**config.mk**
```make
export PLATFORM = sky130hd
export DESIGN_NAME = kmp_dispatch_ctrl
export DESIGN_NICKNAME = d
export VERILOG_FILES = /design/src/rtl/kmp_dispatch_ctrl.sv
export SDC_FILE = /design/constraint.sdc
export NUM_CORES = 1
export LEC_CHECK = 0
export ABC_AREA = 1
export ABC_CLOCK_PERIOD_IN_PS = 5200
export CAP_MARGIN = 20
export CORE_MARGIN = 2
export CORE_UTILIZATION = 45
export DETAILED_ROUTE_END_ITERATION = 12
export GPL_TIMING_DRIVEN = 0
export MAX_ROUTING_LAYER = met4
export PLACE_DENSITY = 0.71
export SYNTH_ARGS = -nofsm -noshare
export SYNTH_HDL_FRONTEND = slang
export SYNTH_SLANG_ARGS = --single-unit
```
**constraint.sdc**
```tcl
create_clock -name clk -period 5.2 [get_ports clk]
set_input_delay 1.04 -clock clk [delete_from_list [all_inputs] [get_ports clk]]
set_output_delay 1.04 -clock clk [all_outputs]
set_load 0.005 [all_outputs]
```
**src/rtl/kmp_dispatch_ctrl.sv**
```systemverilog
// kmp_dispatch_ctrl
// Job-level scheduler for an array of NUM_PE KMP processing elements that
// share one string/pattern buffer. A job is split into NUM_PE overlapping
// windows. Every PE whose window can hold the whole pattern is launched.
// The block then waits for all launched PEs, releases them for two cycles
// and reports the earliest match offset.
//
// Optional feature: define KMP_CTRL_TIMEOUT_EN to build a WAIT-state
// watchdog that aborts the job after TIMEOUT_CYCLES cycles.
//
// Ports:
//   clk, reset           clock, synchronous active-high reset
//   job_valid/job_ready  job handshake; lengths sampled on accept
//   str_last_idx         index of last string byte
//   pat_last_idx         index of last pattern byte
//   pe_input_valid       per-PE launch level
//   pe_start_idx         per-PE window start (slice k for PE k)
//   pe_process_2idx      per-PE inclusive window end
//   pe_output_valid      per-PE done indication
//   pe_match             per-PE match flag
//   pe_match_idx         per-PE match offset
//   result_valid         one-cycle result pulse
//   result_match         at least one match found
//   result_idx           earliest match offset (0 if none)
//   result_timeout       job aborted by the watchdog
module kmp_dispatch_ctrl #(
    parameter int NUM_PE         = 4,
    parameter int STR_ADDR_W     = 5,
    parameter int PAT_ADDR_W     = 3,
    parameter int TIMEOUT_CYCLES = 1023
) (
    input  logic                         clk,
    input  logic                         reset,
    input  logic                         job_valid,
    output logic                         job_ready,
    input  logic [STR_ADDR_W-1:0]        str_last_idx,
    input  logic [PAT_ADDR_W-1:0]        pat_last_idx,
    output logic [NUM_PE-1:0]            pe_input_valid,
    output logic [NUM_PE*STR_ADDR_W-1:0] pe_start_idx,
    output logic [NUM_PE*STR_ADDR_W-1:0] pe_process_2idx,
    input  logic [NUM_PE-1:0]            pe_output_valid,
    input  logic [NUM_PE-1:0]            pe_match,
    input  logic [NUM_PE*STR_ADDR_W-1:0] pe_match_idx,
    output logic                         result_valid,
    output logic                         result_match,
    output logic [STR_ADDR_W-1:0]        result_idx,
    output logic                         result_timeout
);

    localparam int LOG2_PE = $clog2(NUM_PE);
    localparam int WW      = STR_ADDR_W + 2;

    typedef enum logic [5:0] {
        S_IDLE     = 6'b000001,
        S_SETUP    = 6'b000010,
        S_DISPATCH = 6'b000100,
        S_WAIT     = 6'b001000,
        S_RELEASE  = 6'b010000,
        S_REPORT   = 6'b100000
    } state_t;

    state_t state_q, state_d;

    logic [STR_ADDR_W-1:0]                  strLast_q;
    logic [PAT_ADDR_W-1:0]                  patLast_q;
    logic [NUM_PE-1:0]                      mask_q, done_q, match_q;
    logic [NUM_PE-1:0][STR_ADDR_W-1:0]      matchIdx_q, startIdx_q, endIdx_q;
    logic                                   relCnt_q;

    logic [WW-1:0]                          lenW, segW, startW, endW;
    logic [NUM_PE-1:0][STR_ADDR_W-1:0]      startNext, endNext, matchIdxNext;
    logic [NUM_PE-1:0]                      maskNext, doneNext, matchNext;
    logic [STR_ADDR_W-1:0]                  firstIdx;
    logic                                   watchdogHit, timedOut, allDone;

    // Window geometry is computed from the live job inputs so the registered
    // bounds are already valid during SETUP. The extra two bits keep the
    // start+seg+pattern sums from wrapping before the clamp to the string end.
    always_comb begin
        lenW      = WW'(str_last_idx) + WW'(1);
        segW      = (lenW + WW'(NUM_PE - 1)) >> LOG2_PE;
        startW    = '0;
        endW      = '0;
        startNext = '0;
        endNext   = '0;
        maskNext  = '0;
        for (int k = 0; k < NUM_PE; k++) begin
            startW = WW'(k) * segW;
            endW   = startW + segW - WW'(1) + WW'(pat_last_idx);
            if (endW > WW'(str_last_idx)) begin
                endW = WW'(str_last_idx);
            end
            startNext[k] = startW[STR_ADDR_W-1:0];
            endNext[k]   = endW[STR_ADDR_W-1:0];
            maskNext[k]  = (startW + WW'(pat_last_idx)) <= WW'(str_last_idx);
        end
    end

    // Completion capture: only the first report from an enabled PE counts.
    always_comb begin
        doneNext     = done_q;
        matchNext    = match_q;
        matchIdxNext = matchIdx_q;
        for (int k = 0; k < NUM_PE; k++) begin
            if (pe_output_valid[k] && mask_q[k] && !done_q[k]) begin
                doneNext[k]     = 1'b1;
                matchNext[k]    = pe_match[k];
                matchIdxNext[k] = pe_match_idx[k*STR_ADDR_W +: STR_ADDR_W];
            end
        end
    end

    assign allDone = &doneNext;

    // Lowest-index matching PE wins because its window starts earliest.
    always_comb begin
        firstIdx = '0;
        for (int k = NUM_PE - 1; k >= 0; k--) begin
            if (match_q[k]) begin
                firstIdx = matchIdx_q[k];
            end
        end
    end

`ifdef KMP_CTRL_TIMEOUT_EN
    localparam int CNT_W = $clog2(TIMEOUT_CYCLES + 1);
    logic [CNT_W-1:0] waitCnt_q;
    logic             timedOut_q;

    assign watchdogHit = (state_q == S_WAIT) && (waitCnt_q == CNT_W'(TIMEOUT_CYCLES));
    assign timedOut    = timedOut_q;

    // Counter is zero on the first WAIT cycle and counts every WAIT cycle.
    // A job that completes on the same cycle the watchdog fires is not
    // treated as timed out.
    always_ff @(posedge clk) begin
        if (reset) begin
            waitCnt_q  <= '0;
            timedOut_q <= 1'b0;
        end else begin
            if (state_q == S_DISPATCH) begin
                waitCnt_q <= '0;
            end else if (state_q == S_WAIT) begin
                waitCnt_q <= waitCnt_q + CNT_W'(1);
            end
            if (state_q == S_IDLE && job_valid) begin
                timedOut_q <= 1'b0;
            end else if (watchdogHit && !allDone) begin
                timedOut_q <= 1'b1;
            end
        end
    end
`else
    localparam int unusedTimeoutCycles = TIMEOUT_CYCLES;
    assign watchdogHit = 1'b0;
    assign timedOut    = 1'b0;
`endif

    always_ff @(posedge clk) begin
        if (reset) begin
            state_q <= S_IDLE;
        end else begin
            state_q <= state_d;
        end
    end

    always_comb begin
        state_d = state_q;
        case (state_q)
            S_IDLE:     if (job_valid) state_d = S_SETUP;
            S_SETUP:    state_d = (WW'(patLast_q) > WW'(strLast_q)) ? S_REPORT : S_DISPATCH;
            S_DISPATCH: state_d = S_WAIT;
            S_WAIT:     if (allDone || watchdogHit) state_d = S_RELEASE;
            S_RELEASE:  if (relCnt_q) state_d = S_REPORT;
            S_REPORT:   state_d = S_IDLE;
            default:    state_d = S_IDLE;
        endcase
    end

    // Job datapath: latch geometry on accept, preset flags of disabled PEs in
    // SETUP, clear flags of enabled PEs at launch, collect results in WAIT.
    always_ff @(posedge clk) begin
        if (reset) begin
            strLast_q  <= '0;
            patLast_q  <= '0;
            mask_q     <= '0;
            done_q     <= '0;
            match_q    <= '0;
            matchIdx_q <= '0;
            startIdx_q <= '0;
            endIdx_q   <= '0;
            relCnt_q   <= 1'b0;
        end else begin
            case (state_q)
                S_IDLE: begin
                    if (job_valid) begin
                        strLast_q  <= str_last_idx;
                        patLast_q  <= pat_last_idx;
                        mask_q     <= maskNext;
                        startIdx_q <= startNext;
                        endIdx_q   <= endNext;
                    end
                end
                S_SETUP: begin
                    done_q  <= ~mask_q;
                    match_q <= match_q & mask_q;
                end
                S_DISPATCH: begin
                    done_q  <= done_q & ~mask_q;
                    match_q <= match_q & ~mask_q;
                end
                S_WAIT: begin
                    done_q     <= doneNext;
                    match_q    <= matchNext;
                    matchIdx_q <= matchIdxNext;
                    relCnt_q   <= 1'b0;
                end
                S_RELEASE: relCnt_q <= ~relCnt_q;
                default: ;
            endcase
        end
    end

    assign job_ready       = (state_q == S_IDLE) && !reset;
    assign pe_input_valid  = (state_q == S_DISPATCH || state_q == S_WAIT) ? mask_q : '0;
    assign pe_start_idx    = startIdx_q;
    assign pe_process_2idx = endIdx_q;
    assign result_valid    = (state_q == S_REPORT);
    assign result_match    = result_valid && (|match_q) && !timedOut;
    assign result_idx      = result_match ? firstIdx : '0;
    assign result_timeout  = result_valid && timedOut;

endmodule

```
## Word level (Yosys, flattened, before mapping)

Index checks and enable logic that the tools add are counted.

| word-level totals | value |
|---|---|
| register bits | 81 |
| input bits | 39 |
| word-level logic and storage cells | 121 |

| cells by class | value |
|---|---|
| $add $sub $neg | 16 |
| multiply operators | 1 |
| $lt $le $gt $ge | 9 |
| eq/ne operators | 13 |
| multiplexer cells | 26 |
| bitwise operators | 5 |
| reductions and logical operators | 30 |

Operators by type and width:

| operator | count |
|---|---|
| 5-bit two-way mux | 9 |
| 6-bit one-hot mux with 5 select lines | 1 |
| 7-bit by 3-bit adder with 7-bit output | 4 |
| 7-bit by 5-bit greater-than comparator with 1-bit output | 4 |
| 6-bit two-way mux | 4 |
| 4-bit one-hot mux with 3 select lines | 2 |
| 2-bit AND reduction | 9 |
| 7-bit by 5-bit <= comparator with 1-bit output | 2 |
| 2-bit != test, second input constant | 7 |
| 7-bit by 1-bit subtractor with 7-bit output, second input constant | 2 |
| 4-bit bitwise AND | 3 |
| 1-bit logical AND | 10 |
| 1-bit two-way mux | 8 |
| 6-bit by 2-bit adder with 7-bit output, second input constant | 1 |
| 6-bit by 3-bit adder with 7-bit output | 1 |
| 6-bit by 4-bit adder with 7-bit output | 1 |
| 6-bit by 5-bit adder with 7-bit output | 1 |
| 7-bit by 5-bit adder with 7-bit output | 1 |
| 2-bit by 5-bit multiplier with 7-bit output, first input constant | 1 |
| 6-bit by 1-bit subtractor with 7-bit output, second input constant | 1 |
| 5-bit by 1-bit adder with 6-bit output, second input constant | 1 |
| 5-bit by 3-bit adder with 6-bit output | 1 |
| 5-bit by 5-bit adder with 6-bit output | 1 |
| 6-bit by 1-bit == test with 1-bit output, second input constant | 1 |
| 20 further kinds | 24 |

## Logic depth before layout (Yosys ltp)

Gate-level depths: netlist of the first run.

| logic depth | value |
|---|---|
| depth after elaboration | 8 |
| mapped depth | 23 |

## Worst setup path before layout of the first run

No wires, ideal clock.

| timing | value |
|---|---|
| path type | input to register |
| from | input port str_last_idx[2] |
| to | register endIdx_q (netlist bit pe_process_2idx[17]) |
| library setup time | 0.132 ns |
| arrival | 5.222 ns |
| data required time | 5.068 ns |
| setup slack | -0.155 ns |
| stages | 22 |
| path buffers | 0 |
| path through | ha_1 xnor2_1 inv_1 ha_1 xor2_1 inv_1 nand2_1 nand2_1 ha_1 ha_1 a21oi_1 nand2_1 xor2_1 inv_1 ha_1 nand2_1 o211ai_1 nand2_2 nand2_2 nand2_1 nand3_1 a21oi_1 |

| on the way | value |
|---|---|
| word-level cells in the longest chain between the ends | 8 |

Ends and longest elaborated chain:

| item | RTL line | RTL |
|---|---|---|
| from (decl) | 36 | `input logic [STR_ADDR_W-1:0] str_last_idx,` |
| 5-bit by 1-bit adder with 6-bit output * | 80 | `lenW = WW'(str_last_idx) + WW'(1);` |
| 6-bit by 2-bit adder with 7-bit output * | 81 | `segW = (lenW + WW'(NUM_PE - 1)) >> LOG2_PE;` |
| named net segW[2] | 70 | `logic [WW-1:0] lenW, segW, startW, endW;` |
| 2-bit by 5-bit multiplier with 7-bit output | 88 | `startW = WW'(k) * segW;` |
| 7-bit by 5-bit adder with 7-bit output * | 89 | `endW = startW + segW - WW'(1) + WW'(pat_last_idx);` |
| 7-bit by 1-bit subtractor with 7-bit output * | 89 |  |
| 7-bit by 3-bit adder with 7-bit output * | 89 |  |
| 7-bit by 5-bit greater-than comparator with 1-bit output | 90 | `if (endW > WW'(str_last_idx)) begin` |
| 5-bit two-way mux * | 90 |  |
| to (signal assigned) | 201 | `endIdx_q <= endNext;` |
| to (decl) | 67 | `logic [NUM_PE-1:0][STR_ADDR_W-1:0] matchIdx_q, startIdx_q, endIdx_q;` |

The timed path passes the listed nets; every way through them passes the cells marked *.
A chain may end at the register's enable or synchronous reset.

## Worst setup path in the final report of the first run

| timing | value |
|---|---|
| from | input port str_last_idx[2] |
| to | register endIdx_q (netlist bit pe_process_2idx[18]) |

Same word-level chain as after synthesis.

==> out/qor.yml, run 1 <==
status: "completed"
synth_flop_cell: "dfxtp_1"
die_area_um2: 14000
synth_edf_count: 0
core_um2: 12700
dr.pass1.iters: 5
fin_skew_ps: 12.1
drc: 0
required_ps: 5400
start_util_pct: 46.3
synth_cell_types: 47
finalHoldViolations: 0
drv_slew: 0
r2r_start: "state_q[4]"
rows: 41
period_needed_ps: 4910
synth_area_um2: 5890
cts_root_buf: "clkbuf_16"
finalSetupViolCount: 0
grt_pass1_wl_um: 25800
max-cap-violations: 0
cts_tree: "yes"
total_power_w: 0.00248
clockBufferDepth: 2
async_flop_share_pct: 0
viasPerCell: 5.08
rrSetupSlack_ps: 3540
grt-ovfl-total: 0
fp.dieH_um: 118
dr.first_iter.drc_count: 377
yosys.area.top_type: "dfxtp_1"
num_io_pins: 92
fin_crit_sh_pct: 94.3
grt_pass1_vias: 5124
hold_slack_ps: 465
crit_arrival_ps: 5110
cts_max_level: 3
via_count: 5583
yosys_register_bits: 75
final_util_pct: 57.7
rsz0062_at_grt: "false"
cts.sinks: 75
max_slew_margin_pct: 59.3
worstHoldEndpoint: "pe_process_2idx[18]"
diodes: 0
antenna_found_initial: 0
peakVddDrop_v: 0.000194
cp-end-kind: "register"
dp_hpwl_um: 12300
die_x_um: 118
clk_pin_slew_ps: 60
reg2reg_depth: 8
drive_above_1_share_pct: 8.86
final.setup.tns_ps: 0
timing.rr.end: "pe_process_2idx[13]"
hold_buffers: 0
path_max_fanout: 8
grt_start_max_net_pins: 16
hold_depth: 2
ys_seq_area_share_pct: 25.5
yosysWarningCount: 0
power_density_nw_per_um2: 337
dpl.cell_count: 1078
fin_cells: 1098
p_leak_nw: 3.44
yosys.area.top_type_share_pct: 25.5
gp_congestion: 0.873
hold_start: "pe_process_2idx[18]"
clock_latency_ps: 340
portBuffers: 83
grt_use_total_pct: 23.4
synth.area.top_cells: "dfxtp_1 (25%), ha_1 (17%), nand2_1 (8.4%)"
cts_buffers: 9
netlist_instances: 816
drt-total-wl_um: 15900
worstMarginPinSlew_ps: 610
crit_type: "input pin to register"
cp-start-kind: "input pin"
syn2layout_area_growth_pct: 24.8
max_freq_mhz: 204
drt.antenna.violating_nets: 0
worstHoldPathType: "register to register"
wire_per_inst_um: 14.5
final_nets: 1053
avgSynthCellArea_um2: 7.22
fillers: 1245
## critical path, stage by stage
cell        delay, ps
clkbuf_2          160
buf_6             190
clkinvlp_4        150
ha_2              400
fa_1              500
xor2_2            170
inv_1             110
nand2_1           100
nand2_1            70
ha_1              300
ha_1              370
a21oi_1           150
nand2_1           110
xor2_2            190
inv_1              60
ha_1              290
nand2_1            70
o211ai_1          190
nand2_2           130
nand2_2           120
nand2_1            50
nand3_1           100
a21oi_1            60
## layout make-up
cell class | count | area [µm²] | area share, %
multi-input combinational | 604 | 3850 | 52.4
sequential | 75 | 1500 | 20.4
timing repair buffer | 87 | 853 | 11.6
inverter | 112 | 425 | 5.79
clock buffer | 10 | 239 | 3.25
tap | 172 | 215 | 2.93
buffer | 32 | 190 | 2.59
clock inverter | 6 | 72.6 | 0.988
## cell usage in the layout, fill, tap and decap left out, types with 3 or more instances in the layout
master	n
buf_4	19
conb_1	8
xnor2_1	7
xor2_1	10
nand4_2	3
ha_2	3
nand2_2	5
o21ai_1	4
nand4_1	9
xor2_2	3
fa_1	13
clkbuf_16	9
nand2_1	131
inv_2	8
buf_2	6
o21ai_0	61
dfxtp_1	75
a21oi_1	90
ha_1	77
inv_1	102
or2_2	3
a211oi_1	3
nor2_1	76
nand3b_1	5
nand3_1	59
clkinv_4	3
clkbuf_1	10
nor3_1	4
nor2_2	3
nor2_4	3
clkdlybuf4s50_1	80
## stage by stage
step | instance area (µm²) | worst slack (ps)
after floorplan | 5920 | 205
after global placement | 6970 | -1540
after detailed placement | 6970 | -1580
after CTS | 7340 | 14.0
after global routing | 7350 | 42.1
final | 7350 | 294
## registers in the layout (all words and copies together), names as in the netlist
register,count
matchIdx_q,20
patLast_q,3
done_q,4
strLast_q,5
pe_start_idx,8
match_q,4
relCnt_q,1
pe_process_2idx,20
state_q,6
mask_q,4
## report_power, final
part	internal, W	switching (W)	total, W
combinational	0.000489	0.000652	0.00114
sequential	0.000647	0.0000442	0.000692
clock	0.000389	0.000258	0.000646
total	0.00153	0.000954	0.00248
## logic make-up after synthesis
group	after synthesis	share of synthesized area, %
xor+xnor	21	3.25
other cells	1	0.0637
simple gates	308	23.7
compound gates	174	15.8
fa+ha+maj	93	21.4
flops	75	25.5
buf+inv	144	10.3
## cells in the mapped netlist, types with 2 or more instances
cell type and instances:
or2_2 3, xor2_1 12, buf_2 6, nor2_1 76, clkbuf_1 10, o211ai_1 2, nand2_1 131, nand3b_1 5
inv_2 8, nand4_2 3, ha_1 80, nor2_4 3, nand2_2 5, dfxtp_1 75, o21bai_1 2, nand4_1 9
fa_1 13, xnor2_1 8, o21ai_1 4, a211oi_1 3, o21a_1 2, inv_1 103, nor3_1 4, buf_4 15
a21oi_1 90, nand3_1 59, o21ai_0 61, nor3b_1 2, a21o_1 2, nor2_2 3
## what timing repair did
action | CTS | global route
endpoints found under the hold margin | 0 | 0
buffers inserted | 4 | 0
pin swaps | 1 | 0
resized for setup | 10 | 8
setup endpoints to repair | 16 | 9
## per-layer routing
metal	wire, µm	GRT usage, %
met4	280	6.32
met3	675	3.52
met2	7260	36.6
met1	7700	31.5
met5	0	-
## worst max path at each step
stage	start	endpoint	slack, ps	cells after the start
floorplan	str_last_idx[2]	pe_process_2idx[17]	200	22
global placement	str_last_idx[3]	pe_process_2idx[18]	-1540	23
detailed placement	str_last_idx[3]	pe_process_2idx[16]	-1580	23
CTS	str_last_idx[4]	pe_process_2idx[16]	10	21
global route	str_last_idx[2]	pe_process_2idx[18]	40	23
finish	str_last_idx[2]	pe_process_2idx[18]	290	23
No activity file was read; power rests on OpenSTA's default activity.
==> run 2, diff against run 1 <==
--- a/config.mk
+++ b/config.mk
@@ -14,6 +14,7 @@
 export GPL_TIMING_DRIVEN = 0
 export MAX_ROUTING_LAYER = met4
 export PLACE_DENSITY = 0.71
+export REMOVE_ABC_BUFFERS = 1
 export SYNTH_ARGS = -nofsm -noshare
 export SYNTH_HDL_FRONTEND = slang
 export SYNTH_SLANG_ARGS = --single-unit
==> out/qor.yml, run 2 (synthesis gave the netlist of run 1 again) <==
syn2layout_area_growth_pct: 22.4
required_ps: 5440
final_nets: 1023
cts_root_buf: "clkbuf_16"
drv_slew: 0
cts_tree: "yes"
pwr-share-clk_pct: 25.9
combPwrFrac_pct: 45.5
p_switching_w: 0.000903
gp_congestion: 0.925
grt-ovfl-total: 0
max_freq_mhz: 204
drc: 0
clk_pin_slew_ps: 60
dr.pass1.iters: 5
clock_latency_ps: 340
final_common_cell: "nand2_1"
wire_per_inst_um: 13.8
via_count: 5402
worstHoldPathType: "register to register"
final_cell_mix: "nand2_1 (131), inv_1 (102), a21oi_1 (90)"
fp.dieH_um: 118
fin_crit_sh_pct: 94.1
final_area_um2: 7210
internal_power_w: 0.00149
peakVddDrop_v: 0.000171
grt_pass1_vias: 4985
status: "completed"
power_density_nw_per_um2: 333
worstMarginPinSlew_ps: 780
die_area_um2: 14000
crit_type: "input pin to register"
start_util_pct: 46.3
crit_path_frequent_cell: "nand2_1"
drt-total-wl_um: 14700
grt_use_total_pct: 22.1
drt.antenna.violating_nets: 0
cp-end-kind: "register"
clockBufferDepth: 2
finalHoldViolations: 0
crit_arrival_ps: 5130
dr.first_iter.drc_count: 416
total_power_w: 0.00240
worstPathCellList: "clkdlybuf4s50_1 > inv_1 > ha_1 > fa_1 > inv_1 > ha_1 > fa_1 > xnor2_1 > ha_1 > nand2_1 > or3b_2 > nand2_1 > nand2_2 > nand2_1 > nand3_1 > nand2_1 > inv_1"
portBuffers: 83
cts_buffers: 9
diodes: 0
grt_pass1_wl_um: 24500
rsz0062_at_grt: "false"
path_max_fanout: 9
core_um2: 12700
drive_above_1_share_pct: 6.82
seqPwrFrac_pct: 28.6
critical-path-max-stage-delay_ps: 820
cts.sinks: 75
die_x_um: 118
cts_max_level: 3
max-cap-violations: 0
viasPerCell: 5.06
cpMaxStageDelayCell: "clkdlybuf4s50_1"
dpl_cell_area_um2: 6810
fin_skew_ps: 5.94
dp_hpwl_um: 10700
grt_start_max_net_pins: 40
antenna_found_initial: 0
cp-start-kind: "input pin"
max_slew_margin_pct: 47.7
finalSetupViolCount: 0
p_leak_nw: 3.33
switching_share_pct: 37.7
period_needed_ps: 4890
num_io_pins: 92
rows: 41
-- run 2: changes by cell type in the layout (fill, tap and decap cells not counted), moves of 2 or more --
cell      previous run  this run
buf_4               19         4
clkbuf_1            10         2
buf_2                6         1
clkinv_4             3         0
buf_16               0         2
clkbuf_4             0         2
ha_2                 3         1
ha_4                 0         2
-- run 2: critical path: cells and delay by family --
kind	cells	cell delay (ps)
buf+inv	4	1170
simple gates	7	1000
fa+ha+maj	5	1760
xor+xnor	1	170
-- run 2: worst paths after layout --
path / slack (ps) / start / cells after the start / endpoint
worst min register to register: 460 / pe_process_2idx[5] / 2 / pe_process_2idx[5]
worst min-delay path: 460 / pe_process_2idx[5] / 2 / pe_process_2idx[5]
worst max register to register: 3060 / state_q[4] / 8 / pe_start_idx[15]
worst max-delay path: 310 / pat_last_idx[1] / 17 / pe_process_2idx[14]
-- run 2: routing by layer --
metal / up-vias / global-route usage (%) / part of all wire (%)
met5: - / - / 0
met4: 0 / 4.76 / 0.96
met3: 13 / 5.02 / 5.1
met2: 136 / 36.8 / 48
met1: 2442 / 27.4 / 46
li1: 2811 / - / -
-- run 2: power groups by stage --
stage / Clock, W / Sequential [W] / Combinational (W)
2_1_floorplan: 0 / 0.000699 / 0.000728
3_3_place_gp: 0 / 0.000697 / 0.00103
3_5_place_dp: 0 / 0.000698 / 0.00106
4_1_cts: 0.000633 / 0.000687 / 0.00108
5_1_grt: 0.000652 / 0.000695 / 0.00125
6_report: 0.000621 / 0.000686 / 0.00109
-- run 2: what timing repair did --
item                                    4_1_cts  5_1_grt
hold buffers                                  0        0
pin swaps                                     1        1
gates resized for setup                      14        9
buffers inserted                              2        1
endpoints found under the setup margin       16        8
gates cloned                                  0        0
-- run 2: cell type report --
type,count,area (µm²)
clock inverter,4,51.3
timing repair buffer,89,908
multi-input combinational,604,3870
inverter,112,425
clock buffer,11,233
sequential,75,1500
fill,1228,5510
tap,172,215
-- run 2: metrics by stage --
| stage | worst slack, ps | hold WS, ps | utilization, % | instances | TNS, ps |
|---|---|---|---|---|---|
| 2_1_floorplan | -191 | 443 | - | 791 | -936 |
| 3_3_place_gp | -2230 | 451 | 53.3 | 1046 | -27700 |
| 3_5_place_dp | -1550 | 455 | 53.5 | 1048 | -17080 |
| 4_1_cts | 31.7 | 464 | 56.1 | 1065 | 0 |
| 5_1_grt | 22.7 | 483 | 56.7 | 1067 | 0 |
| 6_report | 307 | 463 | 56.7 | 1067 | 0 |
==> run 3, diff against run 2 <==
--- a/config.mk
+++ b/config.mk
@@ -10,6 +10,7 @@
 export CAP_MARGIN = 20
 export CORE_MARGIN = 2
 export CORE_UTILIZATION = 45
+export CTS_CLUSTER_SIZE = 30
 export DETAILED_ROUTE_END_ITERATION = 12
 export GPL_TIMING_DRIVEN = 0
 export MAX_ROUTING_LAYER = met4
==> results of run 3 <==
No change in the layout: final DEF, timing and power equal those of run 2.
==> variant, RTL diff (flow settings as in run 2) <==
The option `KMP_CTRL_TIMEOUT_EN` is turned on by a define.
--- a/src/rtl/kmp_dispatch_ctrl.sv
+++ b/src/rtl/kmp_dispatch_ctrl.sv
@@ -23,6 +23,8 @@
 //   result_match         at least one match found
 //   result_idx           earliest match offset (0 if none)
 //   result_timeout       job aborted by the watchdog
+`define KMP_CTRL_TIMEOUT_EN
+
 module kmp_dispatch_ctrl #(
     parameter int NUM_PE         = 4,
     parameter int STR_ADDR_W     = 5,
Function: no difference found for any inputs over 4 cycles, from zero or initial values and one cycle with reset high; that may be too few to reach the edited logic, so the function may still have changed.
==> variant against run 2 <==
Utilization shrank 1.3 points. Setup slack improved by 0.015 ns. First-iteration DRC count increased by 18%. Count of clock-buffer cells in the layout decreased by 1. Synthesized area up 9.2%. Sequential cell count is 11 higher. Routed wire length increased by 10%. Final area rose by 7.0%. Global-route usage up 1.2 points. Non-clock buffer count decreased by 1. Die area up 8.9%. Power shrank 3.1%.
==> variant: results (changes against run 2) <==
| Metric | Value |
|---|---|
| Achievable Freq | 205 MHz (+0.31%) |
| Fill cells | 1331 (+8.4%) |
| Met2 Use GR | 38.3% (+1.5 points) |
| Met1 usage | 28.9% (+1.5 points) |
| Reg2Reg Depth | 6 (-2) |
| WL/cell | 13.9 µm (+0.79%) |
| R2R Setup Slk | 2.96 ns (-0.10 ns) |
| Lkg Pwr | 3.63 nW (+9.0%) |
| Synth Area in Compound Gates | 12.2% (-3.6 points) |
| Reg2Reg Capture Point | mask_q[0] |
| CP max FO | 10 (+1) |
| Synth area leaders | dfxtp_1, ha_1, nand2_1 |
| Via count | 6036 (+12%) |
| DRT iter0 DRCs | 490 (+18%) |
| Synth cell count leaders | nand2_1, inv_1, dfxtp_1, nor2_1, nand3_1 |
| Met1 wire length | 7420 µm (+8.8%) |
| Met3 wire length | 896 µm (+18%) |
| Post-DP HPWL | 11800 µm (+10%) |
| Worst setup path endpoint | pe_process_2idx[16] |
| Post-synthesis xor/xnor area fraction | 3.27% (+0.017 points) |
| Worst Skew | 0.00620 ns (+0.000260 ns) |
| Status | finished, final reports clean |
| Crit path from | str_last_idx[2] |
| Post-synthesis adder-cell area fraction | 18.2% (-3.2 points) |
| Port buffer count | 84 (+1.2%) |
| Vias in the first global route | 5789 (+16%) |
| Postcts setup bufs | 1 (-1) |
| Worst slack, placed | -1.71 ns (-0.157 ns) |
| Hold Path Sink | pe_process_2idx[10] |
| GP Congestion | 0.855 (-7.5%) |
| Hold WS | 0.451 ns (-0.0116 ns) |
| CP peak stage delay | 0.40 ns (-0.42 ns) |
| Fraction of layout cells with a size suffix above 1 | 6.81% (about the same) |
| Hold Path Origin | pe_process_2idx[10] |
| Slowest CP cell | ha_4 |
| Pin count of the biggest net entering global routing | 34 (-15%) |
| Register area share after synthesis | 26.8% (+1.3 points) |
| Tightest Pin Transition | 0.972 ns (+0.192 ns) |
| GRT Total Usage | 23.3% (+1.2 points) |
## variant: cell types whose count changed after synthesis, sizes merged, moves of 9 or more
cell,before,now
nor3,5,16
nand2,136,188
dfxtp,75,86
nand3,61,80
inv,111,125
a21oi,91,54
nor2,82,91
## variant: power breakdown
part	total (W)	switching (W)	leakage, nW	internal, W
Sequential	0.000731	0.0000261	0.700	0.000705
Combinational	0.000910	0.000523	2.78	0.000387
Clock	0.000681	0.000292	0.149	0.000389
Total	0.00232	0.000841	3.63	0.00148
## variant: per-stage QoR
stage | instance area (µm²) | util [%]
detailed placement | 7340 | 52.6
CTS | 7670 | 55.1
finish | 7710 | 55.3
global placement | 7330 | 52.6
floorplan | 6270 | -
global route | 7710 | 55.3
## variant: layout make-up
cell class,count,share of cell area [%]
Multi-Input combinational cell,667,53.0
Sequential cell,86,22.3
Timing Repair Buffer,88,11.3
Inverter,127,6.46
Clock buffer,10,3.10
Tap cell,180,2.92
Clock inverter,6,0.893
